`config.mk`:
```
export PLATFORM = sky130hd
export DESIGN_NAME = load_store_unit_flat
export DESIGN_NICKNAME = d
export VERILOG_FILES = /design/src/rtl/load_store_unit_if.sv /design/src/rtl/load_store_unit.sv /design/src/flat_wrapper.sv
export SDC_FILE = /design/constraint.sdc
export NUM_CORES = 1
export LEC_CHECK = 0
export CAP_MARGIN = 25
export CORE_ASPECT_RATIO = 0.8
export CORE_MARGIN = 2
export CORE_UTILIZATION = 57
export DETAILED_ROUTE_END_ITERATION = 12
export DONT_BUFFER_PORTS = 1
export PLACE_DENSITY = 0.81
export SLEW_MARGIN = 20
export SYNTH_ARGS = -nofsm -noshare
export SYNTH_HDL_FRONTEND = slang
export SYNTH_SLANG_ARGS = --single-unit
export TNS_END_PERCENT = 1
```
`constraint.sdc`:
```
create_clock -name clock -period 3.1 [get_ports clock]
set_input_delay 0.465 -clock clock [delete_from_list [all_inputs] [get_ports clock]]
set_output_delay 0.465 -clock clock [all_outputs]
set_load 0.01 [all_outputs]
```
`src/rtl/load_store_unit_if.sv`:
```
// Request/response handshake plus memory pins shared by the load/store unit
// and its environment (pipeline on the request side, word array on the memory side).
interface load_store_unit_if;
    logic        req_valid;
    logic        req_ready;
    logic        req_write;
    logic [1:0]  req_size;
    logic        req_unsigned;
    logic [31:0] req_addr;
    logic [31:0] req_wdata;

    logic        resp_valid;
    logic [31:0] resp_rdata;
    logic        resp_fault;

    logic [31:0] mem_address;
    logic [31:0] mem_data_in;
    logic        mem_read_write;
    logic        mem_enable;
    logic [31:0] mem_data_out;

    // View taken by the load/store unit itself.
    modport slave (
        input  req_valid, req_write, req_size, req_unsigned, req_addr, req_wdata,
        input  mem_data_out,
        output req_ready, resp_valid, resp_rdata, resp_fault,
        output mem_address, mem_data_in, mem_read_write, mem_enable
    );

    // View taken by the pipeline and memory that surround the unit.
    modport master (
        output req_valid, req_write, req_size, req_unsigned, req_addr, req_wdata,
        output mem_data_out,
        input  req_ready, resp_valid, resp_rdata, resp_fault,
        input  mem_address, mem_data_in, mem_read_write, mem_enable
    );
endinterface

```
`src/rtl/load_store_unit.sv`:
```
// Load/store unit: one request at a time, alignment and range checks,
// big-endian lane selection, and read-modify-write for byte/halfword stores.
module load_store_unit #(
    parameter logic [31:0] MEM_START = 32'h8002_0000,
    parameter int unsigned MEM_WORDS = 262144
) (
    input  logic              clock,
    input  logic              reset,
    load_store_unit_if.slave  bus
);

    typedef enum logic [1:0] {
        IDLE  = 2'd0,
        READ  = 2'd1,
        WRITE = 2'd2,
        RESP  = 2'd3
    } state_t;

    localparam logic [1:0] SIZE_BYTE = 2'b00;
    localparam logic [1:0] SIZE_HALF = 2'b01;
    localparam logic [1:0] SIZE_WORD = 2'b10;
    localparam logic [1:0] SIZE_BAD  = 2'b11;

    // Range bounds in 33 bits so the upper limit cannot wrap past 2^32.
    localparam logic [32:0] RANGE_LO = {1'b0, MEM_START};
    localparam logic [32:0] RANGE_HI = RANGE_LO + (33'(MEM_WORDS) << 2);

    state_t      state;
    state_t      state_next;

    logic        accept;
    logic        req_fault;
    logic [32:0] addr_ext;

    // Request fields captured at the accept edge.
    logic        lat_write;
    logic [1:0]  lat_size;
    logic        lat_unsigned;
    logic [31:0] lat_addr;
    logic [31:0] lat_wdata;
    logic [31:0] write_word;

    logic [4:0]  lane_shift;
    logic [31:0] lane_mask;
    logic [31:0] lane_value;
    logic [31:0] load_ext;
    logic [31:0] merged_word;

    logic        mem_enable_raw;
    logic        mem_read_write_int;
    logic [31:0] mem_address_int;
    logic [31:0] mem_data_in_int;

    logic [31:0] resp_rdata_q;
    logic        resp_fault_q;

    assign accept = bus.req_valid && bus.req_ready;

    // Fault classification of the incoming request, evaluated for the accept edge.
    always_comb begin
        // NOTE: every signal written here gets a default first, so no path can infer a latch.
        req_fault = 1'b0;
        addr_ext  = {1'b0, bus.req_addr};
        case (bus.req_size)
            SIZE_HALF: req_fault = bus.req_addr[0];
            SIZE_WORD: req_fault = |bus.req_addr[1:0];
            SIZE_BAD:  req_fault = 1'b1;
            default:   req_fault = 1'b0;
        endcase
        if (addr_ext < RANGE_LO || addr_ext >= RANGE_HI) begin
            req_fault = 1'b1;
        end
    end

    // Big-endian lane select: offset 0 is the most significant byte.
    always_comb begin
        lane_shift  = 5'd0;
        lane_mask   = 32'hFFFF_FFFF;
        load_ext    = 32'h0;
        case (lat_size)
            SIZE_BYTE: begin
                lane_shift = {~lat_addr[1:0], 3'b000};
                lane_mask  = 32'h0000_00FF << lane_shift;
            end
            SIZE_HALF: begin
                lane_shift = {~lat_addr[1], 4'b0000};
                lane_mask  = 32'h0000_FFFF << lane_shift;
            end
            default: begin
                lane_shift = 5'd0;
                lane_mask  = 32'hFFFF_FFFF;
            end
        endcase

        lane_value = (bus.mem_data_out & lane_mask) >> lane_shift;

        case (lat_size)
            SIZE_BYTE: load_ext = lat_unsigned ? {24'h0, lane_value[7:0]}
                                               : {{24{lane_value[7]}}, lane_value[7:0]};
            SIZE_HALF: load_ext = lat_unsigned ? {16'h0, lane_value[15:0]}
                                               : {{16{lane_value[15]}}, lane_value[15:0]};
            default:   load_ext = lane_value;
        endcase

        merged_word = (bus.mem_data_out & ~lane_mask) | ((lat_wdata << lane_shift) & lane_mask);
    end

    // State register.
    always_ff @(posedge clock) begin
        // NOTE: sequential state uses non-blocking assignments so every flop samples pre-edge values.
        if (reset) begin
            state <= IDLE;
        end else begin
            state <= state_next;
        end
    end

    // Next-state decode and memory pin drive.
    always_comb begin
        state_next         = state;
        mem_enable_raw     = 1'b0;
        mem_read_write_int = 1'b1;
        mem_address_int    = 32'h0;
        mem_data_in_int    = 32'h0;
        case (state)
            IDLE: begin
                if (accept) begin
                    if (req_fault) begin
                        state_next = RESP;
                    end else if (bus.req_write && bus.req_size == SIZE_WORD) begin
                        state_next = WRITE;
                    end else begin
                        state_next = READ;
                    end
                end
            end
            READ: begin
                mem_enable_raw  = 1'b1;
                mem_address_int = {lat_addr[31:2], 2'b00};
                state_next      = lat_write ? WRITE : RESP;
            end
            WRITE: begin
                mem_enable_raw     = 1'b1;
                mem_read_write_int = 1'b0;
                mem_address_int    = {lat_addr[31:2], 2'b00};
                mem_data_in_int    = write_word;
                state_next         = RESP;
            end
            RESP: begin
                state_next = IDLE;
            end
            default: begin
                state_next = IDLE;
            end
        endcase
    end

    // Request capture and store-data assembly; pure datapath, qualified by the FSM.
    always_ff @(posedge clock) begin
        // NOTE: these registers are never read before being loaded, so they carry no reset.
        if (accept) begin
            lat_write    <= bus.req_write;
            lat_size     <= bus.req_size;
            lat_unsigned <= bus.req_unsigned;
            lat_addr     <= bus.req_addr;
            lat_wdata    <= bus.req_wdata;
            write_word   <= bus.req_wdata;
        end else if (state == READ && lat_write) begin
            write_word <= merged_word;
        end
    end

    // Response registers, updated only on the transition into RESP.
    always_ff @(posedge clock) begin
        if (reset) begin
            resp_rdata_q <= 32'h0;
            resp_fault_q <= 1'b0;
        end else begin
            if (accept && req_fault) begin
                resp_rdata_q <= 32'h0;
                resp_fault_q <= 1'b1;
            end else if (state == READ && !lat_write) begin
                resp_rdata_q <= load_ext;
                resp_fault_q <= 1'b0;
            end else if (state == WRITE) begin
                resp_rdata_q <= 32'h0;
                resp_fault_q <= 1'b0;
            end
        end
    end

    // Reset gates the enable directly so a write in flight never reaches the array.
    assign bus.mem_enable     = mem_enable_raw && !reset;
    assign bus.mem_read_write = mem_read_write_int;
    assign bus.mem_address    = mem_address_int;
    assign bus.mem_data_in    = mem_data_in_int;

    assign bus.req_ready  = (state == IDLE) && !reset;
    assign bus.resp_valid = (state == RESP);
    assign bus.resp_rdata = resp_rdata_q;
    assign bus.resp_fault = resp_fault_q;

endmodule

```
`src/flat_wrapper.sv`:
```
// flat-port wrapper written by rule: the top's interface ports become plain ports
module load_store_unit_flat 
#(
    parameter logic [31:0] MEM_START = 32'h8002_0000,
    parameter int unsigned MEM_WORDS = 262144
)
  (clock, reset, bus_req_valid, bus_req_write, bus_req_size, bus_req_unsigned, bus_req_addr, bus_req_wdata, bus_mem_data_out, bus_req_ready, bus_resp_valid, bus_resp_rdata, bus_resp_fault, bus_mem_address, bus_mem_data_in, bus_mem_read_write, bus_mem_enable);
  load_store_unit_if bus_i ();
  input  logic clock;
  input  logic reset;
  input wire logic [$bits(bus_i.req_valid)-1:0] bus_req_valid;
  input wire logic [$bits(bus_i.req_write)-1:0] bus_req_write;
  input wire logic [$bits(bus_i.req_size)-1:0] bus_req_size;
  input wire logic [$bits(bus_i.req_unsigned)-1:0] bus_req_unsigned;
  input wire logic [$bits(bus_i.req_addr)-1:0] bus_req_addr;
  input wire logic [$bits(bus_i.req_wdata)-1:0] bus_req_wdata;
  input wire logic [$bits(bus_i.mem_data_out)-1:0] bus_mem_data_out;
  output wire logic [$bits(bus_i.req_ready)-1:0] bus_req_ready;
  output wire logic [$bits(bus_i.resp_valid)-1:0] bus_resp_valid;
  output wire logic [$bits(bus_i.resp_rdata)-1:0] bus_resp_rdata;
  output wire logic [$bits(bus_i.resp_fault)-1:0] bus_resp_fault;
  output wire logic [$bits(bus_i.mem_address)-1:0] bus_mem_address;
  output wire logic [$bits(bus_i.mem_data_in)-1:0] bus_mem_data_in;
  output wire logic [$bits(bus_i.mem_read_write)-1:0] bus_mem_read_write;
  output wire logic [$bits(bus_i.mem_enable)-1:0] bus_mem_enable;
  assign bus_i.req_valid = bus_req_valid;
  assign bus_i.req_write = bus_req_write;
  assign bus_i.req_size = bus_req_size;
  assign bus_i.req_unsigned = bus_req_unsigned;
  assign bus_i.req_addr = bus_req_addr;
  assign bus_i.req_wdata = bus_req_wdata;
  assign bus_i.mem_data_out = bus_mem_data_out;
  assign bus_req_ready = bus_i.req_ready;
  assign bus_resp_valid = bus_i.resp_valid;
  assign bus_resp_rdata = bus_i.resp_rdata;
  assign bus_resp_fault = bus_i.resp_fault;
  assign bus_mem_address = bus_i.mem_address;
  assign bus_mem_data_in = bus_i.mem_data_in;
  assign bus_mem_read_write = bus_i.mem_read_write;
  assign bus_mem_enable = bus_i.mem_enable;
  load_store_unit #(.MEM_START(MEM_START), .MEM_WORDS(MEM_WORDS)) u_core (.clock(clock), .reset(reset), .bus(bus_i));
endmodule
```
==> out/results.ini, run 1 <==
[pwr]
pwr-share-clk_pct=35.7
irDropWorstVdd_v=0.0005349
fin_total_pwr_uw=5730
swShare_pct=31.42
combPwrFrac_pct=22.4
powerDensity_nw_per_um2=790.7
p_sw_uw=1801
power.internal_uw=3930
seqPwrFrac_pct=41.9
p_leak_uw=0.002495

[setup_path]
startpoint_type=flop
reg2reg_slack_ps=820
cp_top_family=adder cells
critPathMaxFanout=32
r2r_start=u_core.state[1]
max_stage_delay_ps=750
rr_endpoint=u_core.write_word[22]
cpMaxStageDelayCell=ha_1
worstSetupPathType=flop to output port
endpoint=bus_mem_enable
cp.arrival_ps=2020
cp.required_ps=2630
crit_path_start=u_core.state[1]
critPathCaptureType=output port
crit_cells=3
r2r_cells=7
crit_buf_inv=1
worstPathCellList=inv_1 -> ha_1 -> nor2b_1

[detailed_routing]
via_per_inst=6.572
routed_wl_mm=17.47
dr.pass1.iters=6
final_antenna_net_count=0
wl_per_cell_um=23.45
drc=0
vias=4896
dr.first_iter.drc_count=635

[yosys]
yosys_warnings=0
synth_edf_count=100
synthFlopType=edfxtp_1
synth_most_common_cell=edfxtp_1
yosys-top-cells-area=edfxtp_1 (45%), dfxtp_1 (11%), and2_1 (5.9%)
synth_top_cells_by_count=edfxtp_1 (100), and2_1 (62), nand2_1 (54)
syn_avg_cell_area_um2=11.01
ys_seq_area_share_pct=55.90
ys_ff_latch=135
synth_cells=602
synth_largest_area_cell=edfxtp_1
netlist.area_leader.share_pct=45.33
synth_area_um2=6625
synth_cell_types=58
synthArstFlopShare_pct=0

[placed_design]
dp_hpwl_mm=12.25
preCtsSetupSlack_ps=690.2
portBuffers=0
gp_congestion=0.9370

[die]
die_w_um=124.5
die_area_um2=12510
num_rows=35
die_h_um=100.4
ioPinCount=204
core_area_um2=11430
start_util_pct=57.96

[status]
status=finished clean

[timing]
timing.final.crit_period_ps=2485
rsz0062_at_grt=false
skew_ps=10.42
setup_violations=0
tightest_slew_ps=827.8
finalHoldViolations=0
max_freq_mhz=402.5
relSlewSlack_pct=44.47
setup_slack_ps=615.2
finalCritPeriodShare_pct=80.15
setup-tns-final_ps=0
final-max-slew-violation-count=0

[clock_network]
cts_tree=built
clkTransAtPathRegs_ps=60
cts_setup_buffers=0
cts-resized-gates=0
numCtsBuffers=17
clock_path_buffers=2
cts_sinks=135
clk_latency_ps=420
cts-root-buf=clkbuf_16
ctsHoldBuffers=0
htree_num_levels=4

[min_path]
hold_path.class=primary input to flop

[global_route]
track_usage_pct=27.26
grt_max_degree=98
grt_pass1_wl_mm=25.94
antenna_found_initial=0
overflow=0
grt_pass1_vias=4585

[cells_and_area]
multi_input_area_um2=2596
fin_nets=692
syn_to_final_growth_pct=9.386
seqCellArea_um2=3704
fillers=858
diodes=0
drive_gt1_share_pct=12.90

[job]
cap_violations=0

layer usage:
| metal | vias to the layer above | share of wire [%] | GRT usage (%) |
|---|---|---|---|
| met3 | 31 | 14 | 13.22 |
| met5 | - | 0 | 0 |
| li1 | 2185 | - | - |
| met2 | 353 | 46 | 41.57 |
| met1 | 2327 | 38 | 33.24 |
| met4 | 0 | 2.6 | 11.93 |
logic make-up (layout without fill, tap and decap cells):
family,count (synthesis),after routing,share of synthesized area [%]
multiplexers,21,21,3.418
AND/OR/NAND/NOR,226,226,18.56
flip-flops,135,135,55.90
other,1,2,0.05660
buffers and inverters,67,61,5.062
AO/OA/AOI/OAI,147,147,16.05
adder cells (fa/ha/maj),5,5,0.9443
through the flow:
step	instances	area (um2)	utilization [%]	hold WS [ps]
after floorplan	603	6630	-	480.5
after global placement	713	6638	58.07	506.1
after detailed placement	713	6638	58.07	515.9
after CTS	745	7243	63.37	104.1
after global routing	745	7247	63.40	101.3
final	745	7247	63.40	112.3
worst reg2reg max path, cell delays in order (launching register included):
cell,delay (ps)
dfxtp_1,360
inv_1,130
ha_1,220
nor2b_1,290
nand2_1,140
buf_4,270
nand2_1,110
buf_4,390
cells in the final DEF, fill, tap and decap left out, drive strengths merged, types with 3 or more instances in the layout:
master	count
mux2i	8
clkinv	4
or2	6
o21ai	25
edfxtp	100
nand3	37
nor3	3
and2	62
inv	22
dfxtp	35
nand4	3
mux2	13
a21oi	25
o221ai	7
nor2b	3
ha	5
a311oi	20
o22ai	8
a31oi	8
nor2	25
o31ai	4
a221oi	11
buf	9
clkbuf	24
a21o	4
nand2	55
a211oi	13
a2bb2oi	8
a22o	3
nand2b	21
state kept, by name, summed over array words and instances (netlist names):
register,count
u_core.bus.resp_rdata,32
u_core.lat_unsigned,1
u_core.lat_size,2
u_core.bus.resp_fault,1
u_core.lat_write,1
u_core.state,2
u_core.write_word,32
u_core.lat_wdata,32
u_core.lat_addr,32
worst min-delay path by stage:
| stage | depth (start not counted) | to | slack (ps) | start |
|---|---|---|---|---|
| final | 1 | u_core.bus.resp_fault | 110 | reset |
| after global placement | 2 | u_core.bus.resp_fault | 510 | u_core.bus.resp_fault |
| after global routing | 1 | u_core.bus.resp_fault | 100 | reset |
| after floorplan | 2 | u_core.bus.resp_fault | 480 | u_core.bus.resp_fault |
| after detailed placement | 2 | u_core.bus.resp_rdata[2] | 520 | u_core.bus.resp_rdata[2] |
| after CTS | 1 | u_core.bus.resp_fault | 100 | reset |
cell type report:
class,count,share of cell area [%]
clock inverter,8,1.122
multi-input combinational,401,35.83
inverter,20,1.053
tap,148,2.555
clock buffer,24,7.234
sequential,135,51.10
timing repair buffer,9,1.105
power groups by stage:
stage | clock network [uW] | logic [uW] | registers, uW
after floorplan | 0 | 1060 | 2380
after global placement | 0 | 1230 | 2420
final | 2040 | 1280 | 2400
after detailed placement | 0 | 1270 | 2430
after CTS | 2050 | 1280 | 2400
after global routing | 2110 | 1410 | 2420
Note: power is estimated with default switching activity, not from simulation.
==> run 2, diff against run 1 <==
--- a/config.mk
+++ b/config.mk
@@ -5,10 +5,11 @@
 export SDC_FILE = /design/constraint.sdc
 export NUM_CORES = 1
 export LEC_CHECK = 0
+export ABC_AREA = 1
 export CAP_MARGIN = 25
 export CORE_ASPECT_RATIO = 0.8
 export CORE_MARGIN = 2
-export CORE_UTILIZATION = 57
+export CORE_UTILIZATION = 59
 export DETAILED_ROUTE_END_ITERATION = 12
 export DONT_BUFFER_PORTS = 1
 export PLACE_DENSITY = 0.81
==> constraint.sdc (replaced) <==
create_clock -name clock -period 2.5 [get_ports clock]
set_input_delay 0.375 -clock clock [delete_from_list [all_inputs] [get_ports clock]]
set_output_delay 0.375 -clock clock [all_outputs]
set_load 0.01 [all_outputs]
==> out/results.ini, run 2 <==
[status]
status=finished clean

[setup_path]
crit_path_start=u_core.state[1]
reg2reg_slack_ps=340
crit_cells=4
rr_endpoint=u_core.bus.resp_rdata[21]
r2r_start=u_core.state[1]
cpMaxStageDelayCell=ha_2
cp_top_family=adder cells
cp.required_ps=2120
endpoint=bus_mem_address[24]
startpoint_type=flop
critPathCaptureType=output port
critPathMaxFanout=32
cp.arrival_ps=1930
crit_buf_inv=2
worstSetupPathType=flop to output port
r2r_cells=10
worstPathCellList=inv_1 -> ha_2 -> nand2_1 -> inv_1
max_stage_delay_ps=670
cp_common_cell=inv_1

[cells_and_area]
multi_input_area_um2=2332
seqCellArea_um2=3704
fin_util_pct=67.77
instances_no_fill=948
fillers=874
layout_common_cells=nand2_1 (261), inv_1 (100), edfxtp_1 (100)
drive_gt1_share_pct=10.07
final_common_cell=nand2_1
fin_nets=899
syn_to_final_growth_pct=11.69
diodes=0

[die]
num_rows=34
core_area_um2=10930
die_h_um=98.84
ioPinCount=204
die_w_um=122.6
start_util_pct=60.68
die_area_um2=12110

[clock_network]
cts_sinks=135
htree_num_levels=4
clock_path_buffers=2
cts_tree=built
clkTransAtPathRegs_ps=60
clk_latency_ps=430
cts-root-buf=clkbuf_16
numCtsBuffers=17

[job]
cap_violations=0

[yosys]
synth_top_cells_by_count=nand2_1 (261), inv_1 (101), edfxtp_1 (100)
synth_most_common_cell=nand2_1
yosys_warnings=0
synth_area_um2=6634
synth_cell_types=32
synth_cells=790
yosys-top-cells-area=edfxtp_1 (45%), nand2_1 (15%), dfxtp_1 (11%)
synth_edf_count=100
ys_ff_latch=135
synth_largest_area_cell=edfxtp_1
synthArstFlopShare_pct=0
syn_avg_cell_area_um2=8.397
ys_seq_area_share_pct=55.83
netlist.area_leader.share_pct=45.27
synthFlopType=edfxtp_1

[placed_design]
gp_congestion=1.001
placed_cells=916
dp_hpwl_mm=13.10
portBuffers=0

[global_route]
track_usage_pct=30.17
grt_max_degree=42
grt_pass1_vias=5334
antenna_found_initial=0
grt_pass1_wl_mm=27.32
overflow=0

[timing]
max_freq_mhz=433.7
relSlewSlack_pct=66.59
finalCritPeriodShare_pct=92.22
final-max-slew-violation-count=0
skew_ps=6.421
timing.final.crit_period_ps=2305
rsz0062_at_grt=false
setup_violations=0
finalHoldViolations=0
setup-tns-final_ps=0
tightest_slew_ps=501.2

[min_path]
hold_path.class=primary input to flop

[detailed_routing]
drc=0
dr.pass1.iters=8
via_per_inst=5.832
wl_per_cell_um=18.81
vias=5529
final_antenna_net_count=0
routed_wl_mm=17.84
dr.first_iter.drc_count=730

[pwr]
p_leak_uw=0.003259
powerDensity_nw_per_um2=1054
irDropWorstVdd_v=0.0007640

run 2: cell count changes after synthesis, sizes merged, moves of 11 or more:
cell	before	now
a311oi	20	0
a21oi	25	69
and2	62	0
nand2	55	265
a211oi	13	0
o21ai	25	75
nand2b	21	0
mux2	13	0
inv	19	106
a221oi	11	0
run 2: stage by stage:
stage,hold slack (ps),setup slack [ps],instance area (um2),total power [uW]
after floorplan,444.1,238.6,6640,4691
after global placement,448.3,456.9,6790,5140
after detailed placement,446.3,372.6,6790,5216
after CTS,5.714,188.9,7410,7807
after global routing,2.102,42.30,7410,8225
final,9.899,194.5,7410,7813
run 2: cell type report:
class	instances	area share [%]
flip-flops and latches	135	49.98
multi-input cells	509	31.48
clock buffers	17	5.741
inverters	107	5.488
clock inverters	15	2.584
well taps	144	2.432
repair buffers	21	2.297
run 2: worst min-delay path by stage:
stage          depth (start not counted)               endpoint  startpoint  slack, ps
6_report                               1  u_core.bus.resp_fault       reset         10
3_5_place_dp                           1  u_core.bus.resp_fault       reset        450
2_1_floorplan                          1  u_core.bus.resp_fault       reset        440
5_1_grt                                1  u_core.bus.resp_fault       reset          2
4_1_cts                                1  u_core.bus.resp_fault       reset          6
3_3_place_gp                           1  u_core.bus.resp_fault       reset        450
run 2: worst register-to-register path, stage by stage (launching register included):
cell,delay (ps)
dfxtp_1,350
inv_1,120
ha_2,170
inv_1,50
nor2_1,160
nand2_1,150
inv_4,300
o21ai_0,200
nand2_1,110
buf_4,320
a21oi_1,100
run 2: power breakdown:
part | internal [uW] | switching, uW | leakage, uW | total [uW]
clock | 1590 | 1030 | 0.000285 | 2620
combinational | 547 | 1560 | 0.00177 | 2110
sequential | 2890 | 190 | 0.00121 | 3080
total | 5030 | 2790 | 0.00326 | 7810
run 2: metal layers:
metal / GRT usage (%) / vias to the layer above / part of all wire [%]
li1: - / 2567 / -
met2: 46.32 / 366 / 45
met3: 11.17 / 87 / 12
met1: 36.66 / 2509 / 38
met5: 0 / - / 0
met4: 17.15 / 0 / 5.2
run 2: cells by family after synthesis:
kind of cell | Yosys count | share of synthesized area (%)
and+or+nand+nor | 348 | 21.90
AOI/OAI and AO/OA | 154 | 12.09
buffers and inverters | 147 | 9.185
DFF | 135 | 55.83
adders and majority gates | 5 | 0.9430
other | 1 | 0.05653
run 2: timing repair:
| action | in CTS | in global routing |
|---|---|---|
| setup endpoints to repair | 4 | 0 |
| hold endpoints to repair | 0 | 0 |
| hold buffers | 0 | 0 |
| gates resized for setup | 1 | 0 |
| setup buffers | 0 | 0 |
